==> src/rtl/regfile_mp.sv <==
// regfile_mp: 2R/2W register file with bypass, pending bits and sweep clear.
// Optional REGFILE_ZERO_REG0_EN makes register 0 a hard-wired zero.
module regfile_mp #(
    parameter int DATA_W = 16,
    parameter int ADDR_W = 3
) (
    input  logic              Clock,
    input  logic              Reset_n,
    input  logic              We0,
    input  logic [ADDR_W-1:0] Waddr0,
    input  logic [DATA_W-1:0] Wdata0,
    input  logic              We1,
    input  logic [ADDR_W-1:0] Waddr1,
    input  logic [DATA_W-1:0] Wdata1,
    input  logic [ADDR_W-1:0] Rreg1,
    input  logic [ADDR_W-1:0] Rreg2,
    output logic [DATA_W-1:0] R1,
    output logic [DATA_W-1:0] R2,
    input  logic              Rsv_en,
    input  logic [ADDR_W-1:0] Rsv_addr,
    output logic              P1,
    output logic              P2,
    input  logic              Clear_req,
    output logic              Busy,
    output logic              Wr_drop
);

    localparam int DEPTH = 2 ** ADDR_W;

`ifdef REGFILE_ZERO_REG0_EN
    localparam bit ZERO_REG0 = 1'b1;
`else
    localparam bit ZERO_REG0 = 1'b0;
`endif

    typedef enum logic {
        IDLE,
        CLEAR
    } state_t;

    state_t              state;
    logic [ADDR_W-1:0]   ptr;
    logic                busy_q;
    logic [DATA_W-1:0]   regs [DEPTH];
    logic [DEPTH-1:0]    pend;

    logic idle;
    logic we0_e;
    logic we1_e;
    logic rsv_e;

    assign idle = (state == IDLE);

    // Accesses to a hard-wired zero register never count as real requests
    assign we0_e = We0 && !(ZERO_REG0 && (Waddr0 == '0));
    assign we1_e = We1 && !(ZERO_REG0 && (Waddr1 == '0));
    assign rsv_e = Rsv_en && !(ZERO_REG0 && (Rsv_addr == '0));

    assign Wr_drop = !idle && (we0_e || we1_e || rsv_e);
    assign Busy    = busy_q;
    assign P1      = pend[Rreg1];
    assign P2      = pend[Rreg2];

    always_comb begin
        R1 = regs[Rreg1];
        if (idle && we0_e && (Waddr0 == Rreg1)) R1 = Wdata0;
        if (idle && we1_e && (Waddr1 == Rreg1)) R1 = Wdata1;
        if (ZERO_REG0 && (Rreg1 == '0)) R1 = '0;
    end

    always_comb begin
        R2 = regs[Rreg2];
        if (idle && we0_e && (Waddr0 == Rreg2)) R2 = Wdata0;
        if (idle && we1_e && (Waddr1 == Rreg2)) R2 = Wdata1;
        if (ZERO_REG0 && (Rreg2 == '0)) R2 = '0;
    end

    always_ff @(posedge Clock or negedge Reset_n) begin
        if (!Reset_n) begin
            state  <= IDLE;
            ptr    <= '0;
            busy_q <= 1'b0;
        end else begin
            unique case (state)
                IDLE: begin
                    if (Clear_req) begin
                        state  <= CLEAR;
                        ptr    <= '0;
                        busy_q <= 1'b1;
                    end
                end
                CLEAR: begin
                    ptr <= ptr + 1'b1;
                    if (ptr == ADDR_W'(DEPTH - 1)) begin
                        state  <= IDLE;
                        busy_q <= 1'b0;
                    end
                end
                default: begin
                    state  <= IDLE;
                    busy_q <= 1'b0;
                end
            endcase
        end
    end

    always_ff @(posedge Clock or negedge Reset_n) begin
        if (!Reset_n) begin
            for (int i = 0; i < DEPTH; i++) regs[i] <= '0;
            pend <= '0;
        end else if (idle) begin
            for (int i = 0; i < DEPTH; i++) begin
                if (we1_e && (Waddr1 == ADDR_W'(i)))
                    regs[i] <= Wdata1;
                else if (we0_e && (Waddr0 == ADDR_W'(i)))
                    regs[i] <= Wdata0;
                // A reservation outranks a completing write to the same reg
                if (rsv_e && (Rsv_addr == ADDR_W'(i)))
                    pend[i] <= 1'b1;
                else if ((we1_e && (Waddr1 == ADDR_W'(i))) ||
                         (we0_e && (Waddr0 == ADDR_W'(i))))
                    pend[i] <= 1'b0;
            end
        end else begin
            regs[ptr] <= '0;
            pend[ptr] <= 1'b0;
        end
    end

endmodule
==> config.mk <==
export PLATFORM = sky130hd
export DESIGN_NAME = regfile_mp
export DESIGN_NICKNAME = d
export VERILOG_FILES = /design/src/rtl/regfile_mp.sv
export SDC_FILE = /design/constraint.sdc
export NUM_CORES = 1
export LEC_CHECK = 0
export ABC_AREA = 1
export CORE_ASPECT_RATIO = 1.2
export CORE_MARGIN = 2
export CORE_UTILIZATION = 40
export DETAILED_ROUTE_END_ITERATION = 7
export HOLD_SLACK_MARGIN = 0.15
export MAX_ROUTING_LAYER = met4
export REMOVE_ABC_BUFFERS = 1
export SLEW_MARGIN = 15
export SYNTH_ARGS = -nofsm -noshare
export SYNTH_HDL_FRONTEND = slang
export SYNTH_SLANG_ARGS = --single-unit
==> constraint.sdc <==
create_clock -name Clock -period 3.95 [get_ports Clock]
set_input_delay 0.395 -clock Clock [delete_from_list [all_inputs] [get_ports Clock]]
set_output_delay 0.395 -clock Clock [all_outputs]
set_load 0.05 [all_outputs]
==> results of run 1 <==
-- worst min-delay path: cells and delay by family, from the launching register on --
family | cells | cell delay [ns]
DFF | 1 | 0.35
and+or+nand+nor | 1 | 0.08
AOI/OAI and AO/OA | 1 | 0.04
-- routing by layer --
layer	part of all wire, %	GRT usage, %	routed length [um]
met1	39	41.5	18000
met2	44	50.6	20300
met3	11	6.94	4960
met4	6.3	20.3	2930
met5	0	-	0
-- Yosys cell counts, drive strengths merged (6+ instances only) --
master  count
buf        73
nor2       74
clkbuf     47
inv       168
dfrtp     141
clkinv      6
o211ai    101
nand2     610
nand3     265
o21ai     162
a21oi      30
-- state kept, by name, summed over array words and instances (netlist names) --
signal	count
pend	8
Busy	1
state	1
regs	128
ptr	3
-- metrics by stage --
step	cells	utilization (%)	instance area, um2	setup WS, ns	hold slack [ns]
floorplan	1571	-	10300	0.866	0.0994
global placement	2032	44.4	11900	0.740	0.489
detailed placement	2032	44.4	11900	0.687	0.494
CTS	2065	46.9	12600	0.670	0.511
global route	2065	46.9	12600	0.523	0.528
finish	2065	46.9	12600	0.614	0.507
-- worst max path at each step --
stage | to | slack [ns] | cells after the start
floorplan | R2[11] | 0.87 | 7
detailed placement | R1[5] | 0.69 | 10
CTS | R1[5] | 0.67 | 10
global route | R1[5] | 0.52 | 10
finish | R1[5] | 0.61 | 10
global placement | R1[5] | 0.74 | 10
-- logic make-up after synthesis --
family	after synthesis
AO/OA/AOI/OAI	296
XOR/XNOR	4
adder cells (fa/ha/maj)	2
buffers and inverters	294
flip-flops	141
AND/OR/NAND/NOR	954
-- power by group --
part           total [mW]  internal, mW  switching [mW]
sequential           2.12          1.86           0.262
clock                1.83          1.14           0.691
combinational        3.34         0.924            2.42
total                7.29          3.92            3.37
-- area by class of cell --
class | instances | area share, %
well taps | 340 | 3.38
multi-input cells | 1256 | 48.4
inverters | 174 | 5.19
repair buffers | 122 | 9.76
clock inverters | 10 | 1.26
clock buffers | 22 | 3.93
flip-flops and latches | 141 | 28.1
==> impl_summary.md, run 1 <==
Die
The placement row count is 66. The die extent in x is 154 um. The starting density of the core is 40.4%. The core footprint is 0.0268 mm2.

The floorplan step defined a die boundary enclosing 0.0284 mm2. In this run the count of I/O pins placed on the die edge is 89. The die is 184 um tall.

Finish
The top cell types in the final layout, fill and taps aside, are 596 x sky130_fd_sc_hd__nand2_1, 265 x sky130_fd_sc_hd__nand3_1, 145 x sky130_fd_sc_hd__inv_1. The number of fill cells is 2739. The area added between synthesis and finish is 16.1%. The post-route netlist has 11.2% of its cells at a drive strength greater than 1. The number of inserted diodes is 0. Summing all multi-input logic gate instances after layout gives 0.00609 mm2. The final layout contains 1767 nets. Leaving out fill and tap cells, the most frequent cell in the layout is sky130_fd_sc_hd__nand2_1. The sequential cells in the finished layout cover a total of between 0.003 and 0.004 mm2.

Power and ir drop
Power spread over the standard cell area amounts to 580 mW/mm2. The total power of the final layout is 7.29 mW. The static leakage is 6.26 nW. The maximum resistive drop on vdd is between 0.0004 and 0.0005 V.

Synthesis
Synthesis produced a netlist whose cell count is between 1500 and 2000. The synthesized netlist devotes 0.231% of its cell area to adder and majority cells. The cell area that synthesis handed to floorplanning was 0.0108 mm2. Counting flops with an async set or reset pin after synthesis yields a share of 100%. The area fraction in and, or, nand and nor cells after synthesis is 37.4%. The portion of the post-synthesis area used by sequential elements is 32.6%.

After Yosys synthesis, XOR and XNOR cells account for less than 1% of the synthesized area. By area the synthesized netlist is led by sky130_fd_sc_hd__dfrtp_1 33%, sky130_fd_sc_hd__nand2_1 21%, sky130_fd_sc_hd__nand3_1 12%. For this run, the leading register cell type out of synthesis is sky130_fd_sc_hd__dfrtp_1. The average instance in the mapped netlist occupies 6.41 um2.

The portion of netlist area occupied by mux cells is 0%. The cell type with the largest total area after synthesis is sky130_fd_sc_hd__dfrtp_1. The number of distinct library cell variants in the gate-level netlist after synthesis is 32. After synthesis, the largest family of logic cells by area is simple AND/OR/NAND/NOR gates. Yosys mapped a number of flops with a built-in enable equal to 0.

The number of warnings issued by yosys is 0. The number of flip-flops and latches in the synthesized netlist is approximately 140. The synthesized netlist devotes around 18% of its cell area to compound gates. In this run the biggest area consumer among cell types represents roughly a third of the synthesized area.

Critical path
The cell that appears most often on the critical path is sky130_fd_sc_hd__nand2_1. The number of buffers and inverters on the critical path is 4. The critical path is of the in -> out type. The peak fanout along the critical path is 17. The nature of the critical path startpoint is a primary input.

For this run, the slowest stage of the critical path takes 0.62 ns. The data required time at the worst endpoint is 3.56 ns. The critical path starts at Waddr0[0]. Walking the worst path, the cells encountered are clkdlybuf4s50_1 -> inv_2 -> nand2_1 -> nand2_1 -> nor2_4 -> nand2_1 -> inv_2 -> nor2_1 -> o21ai_1 -> buf_12. STA classifies the critical path endpoint as an output pin. For the worst setup path, the data arrival time is about 2.9 ns.

The flop-to-flop setup slack is 1.62 ns. The endpoint identified for the worst register-to-register timing path is regs[98]. For the worst flop-to-flop path, the logic depth is 5.

The cell with the biggest individual delay on the critical path is sky130_fd_sc_hd__clkdlybuf4s50_1. The worst register-to-register path begins at state. The top cell family by delay on the critical path is buffers and inverters.

Clock network
After clock tree synthesis, the clock-pin slew on the worst setup and hold paths is 0.07 ns. The clock buffer count from CTS is 17. The H-tree depth is 4.

The number of hold buffers added after CTS is 1. Counting every sink on the clock net gives 141. The number of gates resized after CTS was 0.

The root buffer cell chosen for the clock tree is sky130_fd_sc_hd__clkbuf_16. The post-CTS repair timing setup buffer count is 0. The clock tree from TritonCTS is done. The clock latency reported for the late side of the worst-skew pair is 0.44 ns. The worst-case clock buffer depth is 2.

Drt
The final routed DRC violation total is 0. Dividing the detail-routed wire length by the instance count gives 22.4 um. The wire length after detailed routing is 46200 um. The detailed router's first-iteration violation count is 1509. The first-pass detailed-route iteration total is 7. Summing over every cut layer, the via total after detailed routing is 12232. The via-per-instance ratio is 5.92. The count of antenna-violating nets left after detailed routing is 0.

Placement
The placer congestion estimate is a little over 1. In this run the tool buffered the top-level ports with between 80 and 90 buffer cells. The detailed-placement wirelength estimate is a little under 30000 um.

Min path
The path class of the tightest hold or removal check is reg -> reg. The worst hold path begins at Busy. The hold-critical path depth is 2. The hold-critical path endpoint is Busy.

GRT
The pin count of the biggest net entering global routing is 91. The global-route wire length before repair is 69400 um. The via count of the first global-routing pass is 11616. The global-route usage over all layers is approximately a third.

The aggregate global routing overflow is 0. The number of antenna violations at the first check in global routing is 0.

Timing
The setup total negative slack is 0 ns. The final count of hold timing violations came to 0. Dividing the final minimum period by the clock period gives 84.4%. The number of pins with negative max-slew slack in the final report is 0. Setup repair after global routing left no endpoint under its margin. Derived from the worst setup path, the maximum achievable clock frequency is 300 MHz. The relative max-transition margin is 32.9%.

The final-report setup violation count is 0. On the final layout, the worst clock skew is 0.00986 ns. The transition at the pin with the smallest max-transition slack is 1.00 ns. The routed design could run at a clock period as short as 3.34 ns.

Job
The reported max-cap violation count is 0.

Outcome
The run finished with clean final reports.
Note: power is estimated with default switching activity, not from simulation.
==> run 2, diff against run 1 <==
==> constraint.sdc (replaced) <==
create_clock -name Clock -period 3.5 [get_ports Clock]
set_input_delay 0.35 -clock Clock [delete_from_list [all_inputs] [get_ports Clock]]
set_output_delay 0.35 -clock Clock [all_outputs]
set_load 0.05 [all_outputs]
==> run 2 against run 1 <==
Design area grew 1.2%. Utilization is 0.55 points higher. Non-clock buffer count is 8 higher. First-iteration DRC count is 5.1% higher. Critical path depth is 2 lower. Highest routed layer unchanged. Global-route usage is essentially flat.
==> impl_summary.md, run 2 (synthesis gave the netlist of run 1 again) <==
Drt
The detailed router's first-iteration violation count is 1586 (+5.1%). The wire length after detailed routing is 45700 um (-0.96%). The final routed DRC violation total is 0 (unchanged). The wire length per cell after detailed routing came to 22.1 um (-1.3%). The via-per-instance ratio was 5.89 (-0.54%). The count of antenna-violating nets left after detailed routing is 0 (unchanged).

The total number of vias is 12213 (-0.16%). The first-pass detailed-route iteration total was 5 (-2).

Die
The starting density of the core is 40.4% (unchanged). The die boundary height is 184 um (unchanged). The die area is 0.0284 mm2 (unchanged). The placement row count is 66 (unchanged). The count of boundary I/O pins is 89 (unchanged).

The die extent in x is 154 um (unchanged). The core footprint is 0.0268 mm2 (unchanged).

Timing
The post-route worst hold slack is 0.507 ns (+0.0000790 ns). The upper clock frequency limit is 316 MHz. The final-report setup violation count was 0 (unchanged).

Setup repair after global routing left no endpoint under its margin. The relative max-transition margin was 38.9% (+6.0 points). The maximum clock skew at final layout is 0.00657 ns (-0.00329 ns).

Dividing the final minimum period by the clock period gives 90.3%. The number of pins with negative max-slew slack in the final report was 0 (unchanged). The final count of hold timing violations is 0 (unchanged). The post-layout minimum cycle time is 3.16 ns. The setup total negative slack was 0 ns (unchanged). The worst setup slack after layout came to 0.339 ns (-0.276 ns). The transition at the pin with the smallest max-transition slack is 0.915 ns (-0.0894 ns).

Finish
The largest register by flop count is regs. The area added between synthesis and finish is 17.4%. In the layout the commonest cells are 596 x sky130_fd_sc_hd__nand2_1, 265 x sky130_fd_sc_hd__nand3_1, 145 x sky130_fd_sc_hd__inv_1. The count of placed standard cells in the final layout, fillers left out is 2073 (+0.39%). The proportion of layout cells with a drive suffix above 1 is 11.7% (+0.53 points).

The flip-flop count of the largest register after layout is 128 (unchanged). In the final layout, the registers with the most flip-flops are regs x128, pend x8, ptr x3. The most common library cell in the layout ignoring fill and taps is sky130_fd_sc_hd__nand2_1. The number of inserted diodes is 0 (unchanged). The net total in the final layout is 1775 (+0.45%).

Power and ir drop
The total power divided by cell area is 653 mW/mm2 (+13%). The switching power as a share of total power was 45.7% (-0.46 points). The maximum resistive drop on vdd is 0.000607 V (+45%). The power share of the clock group is 25.7% (+0.6 points). The share of total power in sequential cells is 29.1% (about the same).

The internal power is 4.51 mW (+15%). The combinational cell fraction of total power is 45.2% (-0.6 points). The net switching power of the design is 3.80 mW (+13%). The total power of the final layout is 8.31 mW (+14%). The static leakage was 6.33 nW (+1.1%).

GRT
The aggregate global routing overflow is 0 (unchanged). The number of antenna violations at the first check in global routing is 0 (unchanged). The pin count of the biggest net entering global routing came to 69 (-24%). The global-route usage over all layers is 33.5% (about the same). The via count of the first global-routing pass is 11416 (-1.7%).

The global-route wire length before repair is 69800 um (+0.50%).

Critical path
The cell with the biggest individual delay on the critical path is sky130_fd_sc_hd__dfrtp_1. The data required time at the worst endpoint is 3.15 ns (-0.41 ns). The worst reg-to-reg path cell count was 4 (-1).

Counting stages on the worst path, the most repeated cell is sky130_fd_sc_hd__nor2_1. By startpoint and endpoint, the worst setup path is classified as reg -> out. The peak fanout along the critical path is 26 (+9).

The worst register-to-register path ends at regs[87]. Traced cell by cell, the critical path runs through nor2_1 -> o21ai_0 -> nor2_1 -> nand2_2 -> inv_1 -> nand2_1 -> o21ai_1 -> buf_12. The delay of the slowest cell on the worst path is 0.64 ns (+0.02 ns). The number of buffer and inverter stages on the critical path is 2 (-2).

STA classifies the critical path startpoint as a flop. The data arrival time of the critical path is 2.81 ns (-0.13 ns). The top cell family by delay on the critical path is simple AND/OR/NAND/NOR gates. In this run the critical register-to-register path is launched from state. The critical path endpoint category is an output pin. The flop-to-flop setup slack was 0.99 ns (-0.63 ns).

Clock network
The clock-pin slew on the worst setup and hold paths is 0.06 ns (about the same). The H-tree depth was 4 (unchanged). The number of hold buffers added after CTS was 1 (unchanged). The total clock sinks came to 141 (unchanged). The worst-case clock buffer depth is 2 (unchanged). TritonCTS built the clock tree. The clock buffer count from CTS is 17 (unchanged). Clock tree synthesis selected as its root buffer the cell sky130_fd_sc_hd__clkbuf_16.

The quantity of gates resized following cts is 0 (unchanged). The clock latency reported for the late side of the worst-skew pair is 0.44 ns (about the same). The post-CTS repair timing setup buffer count is 0 (unchanged).

Placement
The detailed-placement wirelength estimate was 29700 um (+0.90%). The minimum setup slack after placement is 0.600 ns (-0.0872 ns). The placer congestion estimate came to 0.985 (-2.3%). The total placed cells including tap cells is 2040 (+0.39%).

The number of buffers inserted by port buffering was 88 (unchanged).

Job
The reported max-cap violation count is 0 (unchanged).

Min path
In this run the worst hold path is classified as in -> async.

Outcome
The flow ran to the end, and the final reports show no timing, DRC or antenna violations.
run 2: power groups by stage:
stage                     Clock, mW  Sequential [mW]  Combinational, mW
after floorplan                   0             2.39               2.09
after global placement            0             2.42               3.64
after detailed placement          0             2.43               3.68
after CTS                      2.14             2.41               3.70
after global routing           2.22             2.47               4.01
final                          2.13             2.42               3.76
run 2: final cells by class:
cell class / instances / area, um2
clock inverter: 15 / 245
sequential: 141 / 3530
multi-input combinational: 1256 / 6090
fill: 2696 / 14100
clock buffer: 17 / 425
inverter: 174 / 653
tap: 340 / 425
timing repair buffer: 130 / 1360
run 2: metal layers:
layer,GRT usage [%],vias to the layer above,part of all wire (%)
met1,44.1,5745,40
met5,-,-,0
met3,5.08,154,10
li1,-,5557,-
met4,17.5,0,5.6
met2,50.1,757,44
run 2: worst max-delay path by stage:
| stage | start | end | slack [ns] | cells after the start |
|---|---|---|---|---|
| after floorplan | Rreg2[0] | R2[11] | 0.51 | 7 |
| after global placement | Rreg2[2] | R2[10] | 0.58 | 8 |
| after detailed placement | Rreg2[2] | R2[10] | 0.60 | 8 |
| after CTS | state | Wr_drop | 0.38 | 3 |
| after global routing | state | R2[1] | 0.07 | 8 |
| final | state | R2[1] | 0.34 | 8 |
run 2: stage by stage:
step           utilization [%]  area, um2
2_1_floorplan                -      10300
5_1_grt                   47.4      12700
3_5_place_dp              44.9      12000
6_report                  47.4      12700
3_3_place_gp              44.9      12000
4_1_cts                   47.4      12700
==> run 3, diff against run 2 <==
--- a/config.mk
+++ b/config.mk
@@ -6,12 +6,15 @@
 export NUM_CORES = 1
 export LEC_CHECK = 0
 export ABC_AREA = 1
+export CELL_PAD_IN_SITES_DETAIL_PLACEMENT = 0
+export CELL_PAD_IN_SITES_GLOBAL_PLACEMENT = 1
 export CORE_ASPECT_RATIO = 1.2
 export CORE_MARGIN = 2
 export CORE_UTILIZATION = 40
 export DETAILED_ROUTE_END_ITERATION = 7
 export HOLD_SLACK_MARGIN = 0.15
 export MAX_ROUTING_LAYER = met4
+export PLACE_DENSITY_LB_ADDON = 0.1
 export REMOVE_ABC_BUFFERS = 1
 export SLEW_MARGIN = 15
 export SYNTH_ARGS = -nofsm -noshare
==> run 3 against run 2 <==
Critical path depth is 4 lower. Sequential power is 2% lower. Worst hold slack got worse by 0.11 ns. Design area is 0.84% lower. Global-route usage increased by 0.76 points. Worst setup slack better by 0.080 ns. Power shrank 3.3%. First-iteration DRC count fell by 23%. Clock power down 8%. Critical path type unchanged. Critical endpoint is now Wr_drop.
==> impl_summary.md, run 3 (synthesis gave the netlist of run 1 again) <==
Finish
The largest registers in the layout are regs x128, pend x8, ptr x3. Relative to the synthesized area, the layout overhead comes to 16.4%. The largest register by flop count is regs. Leaving out fill and tap cells, the most frequent cell in the layout is sky130_fd_sc_hd__nand2_1. The top cell types in the final layout, fill and taps aside, are 596 x sky130_fd_sc_hd__nand2_1, 265 x sky130_fd_sc_hd__nand3_1, 145 x sky130_fd_sc_hd__inv_1.

The flip-flop count of the largest register after layout is 128 (unchanged). The number of inserted diodes is 0 (unchanged). The proportion of layout cells with a drive suffix above 1 was 11.6% (-0.15 points).

The net total in the final layout is 1773 (-0.11%). The count of placed standard cells in the final layout, fillers left out came to 2070 (-0.14%). The area of all placed cells without fillers was 0.0126 mm2 (-0.84%).

The number of fill cells came to 2808 (+4.2%).

Timing
The worst setup slack after layout was 0.419 ns (+0.0803 ns). The number of pins with negative max-slew slack in the final report was 0 (unchanged). The transition at the pin with the smallest max-transition slack is 0.862 ns (-0.0529 ns). The post-layout minimum cycle time is 3.08 ns (-0.0803 ns). The setup total negative slack is 0 ns (unchanged). The final count of hold timing violations is 0 (unchanged). The upper clock frequency limit is 325 MHz (+2.6%). The relative max-transition margin is 42.4% (+3.5 points). Setup repair after global routing left no endpoint under its margin. The final-report setup violation count is 0 (unchanged). The maximum clock skew at final layout is 0.0119 ns (+0.00532 ns).

The final clock period utilization by the worst path is 88.0% (-2.3 points).

Clock network
The H-tree depth is 4 (unchanged). The number of hold buffers added after CTS is 1 (unchanged). The clock tree from TritonCTS is done.

The total clock sinks is 141 (unchanged). The clock buffer count from CTS is 17 (unchanged). The worst-case clock buffer depth is 2 (unchanged). The clock-pin slew on the worst setup and hold paths is 0.07 ns (about the same).

The clock latency reported for the late side of the worst-skew pair is 0.44 ns (about the same). The root buffer cell is sky130_fd_sc_hd__clkbuf_16. The post-CTS repair timing setup buffer count came to 0 (unchanged). The quantity of gates resized following cts came to 0 (unchanged).

Power and ir drop
The maximum resistive drop on vdd was 0.000373 V (-39%). The total power of the final layout is 8.04 mW (-3.3%). The static leakage is 6.27 nW (-0.92%).

The total power divided by cell area is 637 mW/mm2 (-2.5%).

GRT
The global-route usage over all layers is 34.3% (+0.76 points). The pin count of the biggest net entering global routing is 75 (+8.7%). The number of antenna violations at the first check in global routing came to 0 (unchanged). The via count of the first global-routing pass is 11379 (-0.32%). The aggregate global routing overflow is 0 (unchanged). The global-route wire length before repair is 70100 um (+0.44%).

Critical path
The flop-to-flop setup slack is 1.10 ns (+0.11 ns). The critical path endpoint category is an output pin. The data required time at the worst endpoint was 3.15 ns (about the same). The launch point of the worst reg-to-reg path is state. The data arrival time of the critical path was 2.73 ns (-0.08 ns). The worst reg-to-reg path cell count is 6 (+2). The critical path in this run is classified as reg -> out. STA classifies the critical path startpoint as a flop. The peak fanout along the critical path is 23 (-12%). The terminus of the critical flop-to-flop path is regs[17].

Placement
The cell area reported after detailed placement came to 0.0120 mm2 (-0.33%). The minimum setup slack after placement was 0.619 ns (+0.0188 ns). The placer congestion estimate is 0.866 (-12%).

The number of buffers inserted by port buffering is 88 (unchanged). The total placed cells including tap cells was 2038 (-0.098%). The detailed-placement wirelength estimate is 28900 um (-2.5%).

Die
The starting density of the core was 40.4% (unchanged). The die area is 0.0284 mm2 (unchanged). The die extent in x came to 154 um (unchanged). The placement row count was 66 (unchanged). The core footprint is 0.0268 mm2 (unchanged). The count of boundary I/O pins is 89 (unchanged). The die boundary height is 184 um (unchanged).

Job
The reported max-cap violation count came to 0 (unchanged).

Drt
The total number of vias is 11912 (-2.5%). The wire length after detailed routing came to 46800 um (+2.4%). The detailed router's first-iteration violation count was 1229 (-23%). The via-per-instance ratio is 5.75 (-2.3%). The final routed DRC violation total came to 0 (unchanged).

The count of antenna-violating nets left after detailed routing is 0 (unchanged). The first-pass detailed-route iteration total is 5 (unchanged). The wire length per cell after detailed routing is 22.6 um (+2.5%).

Min path
The path class of the tightest hold or removal check is in -> async.

Outcome
The run finished with clean final reports.
[run 3: cell types whose count changed in the layout (fill, tap and decap cells not counted)]
| cell | change |
|---|---|
| sky130_fd_sc_hd__clkinv_4 | -2 |
| sky130_fd_sc_hd__bufinv_16 | -3 |
| sky130_fd_sc_hd__clkinvlp_4 | +2 |
| sky130_fd_sc_hd__clkinv_2 | -1 |
| sky130_fd_sc_hd__inv_6 | +2 |
| sky130_fd_sc_hd__buf_12 | -2 |
| sky130_fd_sc_hd__clkbuf_8 | +1 |
[run 3: stage by stage]
| step | utilization (%) | hold WS [ns] |
|---|---|---|
| finish | 47.0 | 0.392 |
| global route | 47.0 | 0.418 |
| global placement | 44.7 | 0.296 |
| floorplan | - | 0.0544 |
| CTS | 47.0 | 0.398 |
| detailed placement | 44.7 | 0.292 |
[run 3: power by group]
| group | total [mW] | switching [mW] | internal [mW] | leakage [nW] |
|---|---|---|---|---|
| registers | 2.38 | 0.278 | 2.10 | 1.91 |
| clock network | 1.96 | 0.824 | 1.14 | 0.285 |
| logic | 3.70 | 2.66 | 1.04 | 4.08 |
[run 3: routing by layer]
layer | track usage (%) | up-vias | share of wire (%)
li1 | - | 5554 | -
met2 | 55.2 | 607 | 46
met5 | - | - | 0
met1 | 42.5 | 5594 | 41
met3 | 5.53 | 157 | 8.4
met4 | 15.8 | 0 | 4.8
[run 3: cell type report]
class | count | area, um2 | area share, %
repair buffers | 128 | 1320 | 10.4
clock buffers | 18 | 439 | 3.48
flip-flops and latches | 141 | 3530 | 28.0
inverters | 174 | 653 | 5.18
clock inverters | 13 | 165 | 1.31
well taps | 340 | 425 | 3.37
multi-input cells | 1256 | 6090 | 48.2
[run 3: worst max-delay path by stage]
stage | start | endpoint | slack (ns) | depth (start not counted)
after floorplan | Rreg2[0] | R2[11] | 0.51 | 7
after global placement | Rreg2[2] | R2[13] | 0.57 | 9
after detailed placement | Rreg2[2] | R2[13] | 0.62 | 9
after CTS | state | Wr_drop | 0.47 | 4
after global routing | state | Wr_drop | 0.33 | 4
final | state | Wr_drop | 0.42 | 4
[run 3: worst max-delay path, cell delays in order (launching register included)]
cell	delay, ns
sky130_fd_sc_hd__dfrtp_1	0.42
sky130_fd_sc_hd__buf_4	0.41
sky130_fd_sc_hd__inv_2	0.30
sky130_fd_sc_hd__a31oi_1	0.31
sky130_fd_sc_hd__clkdlybuf4s50_1	0.85
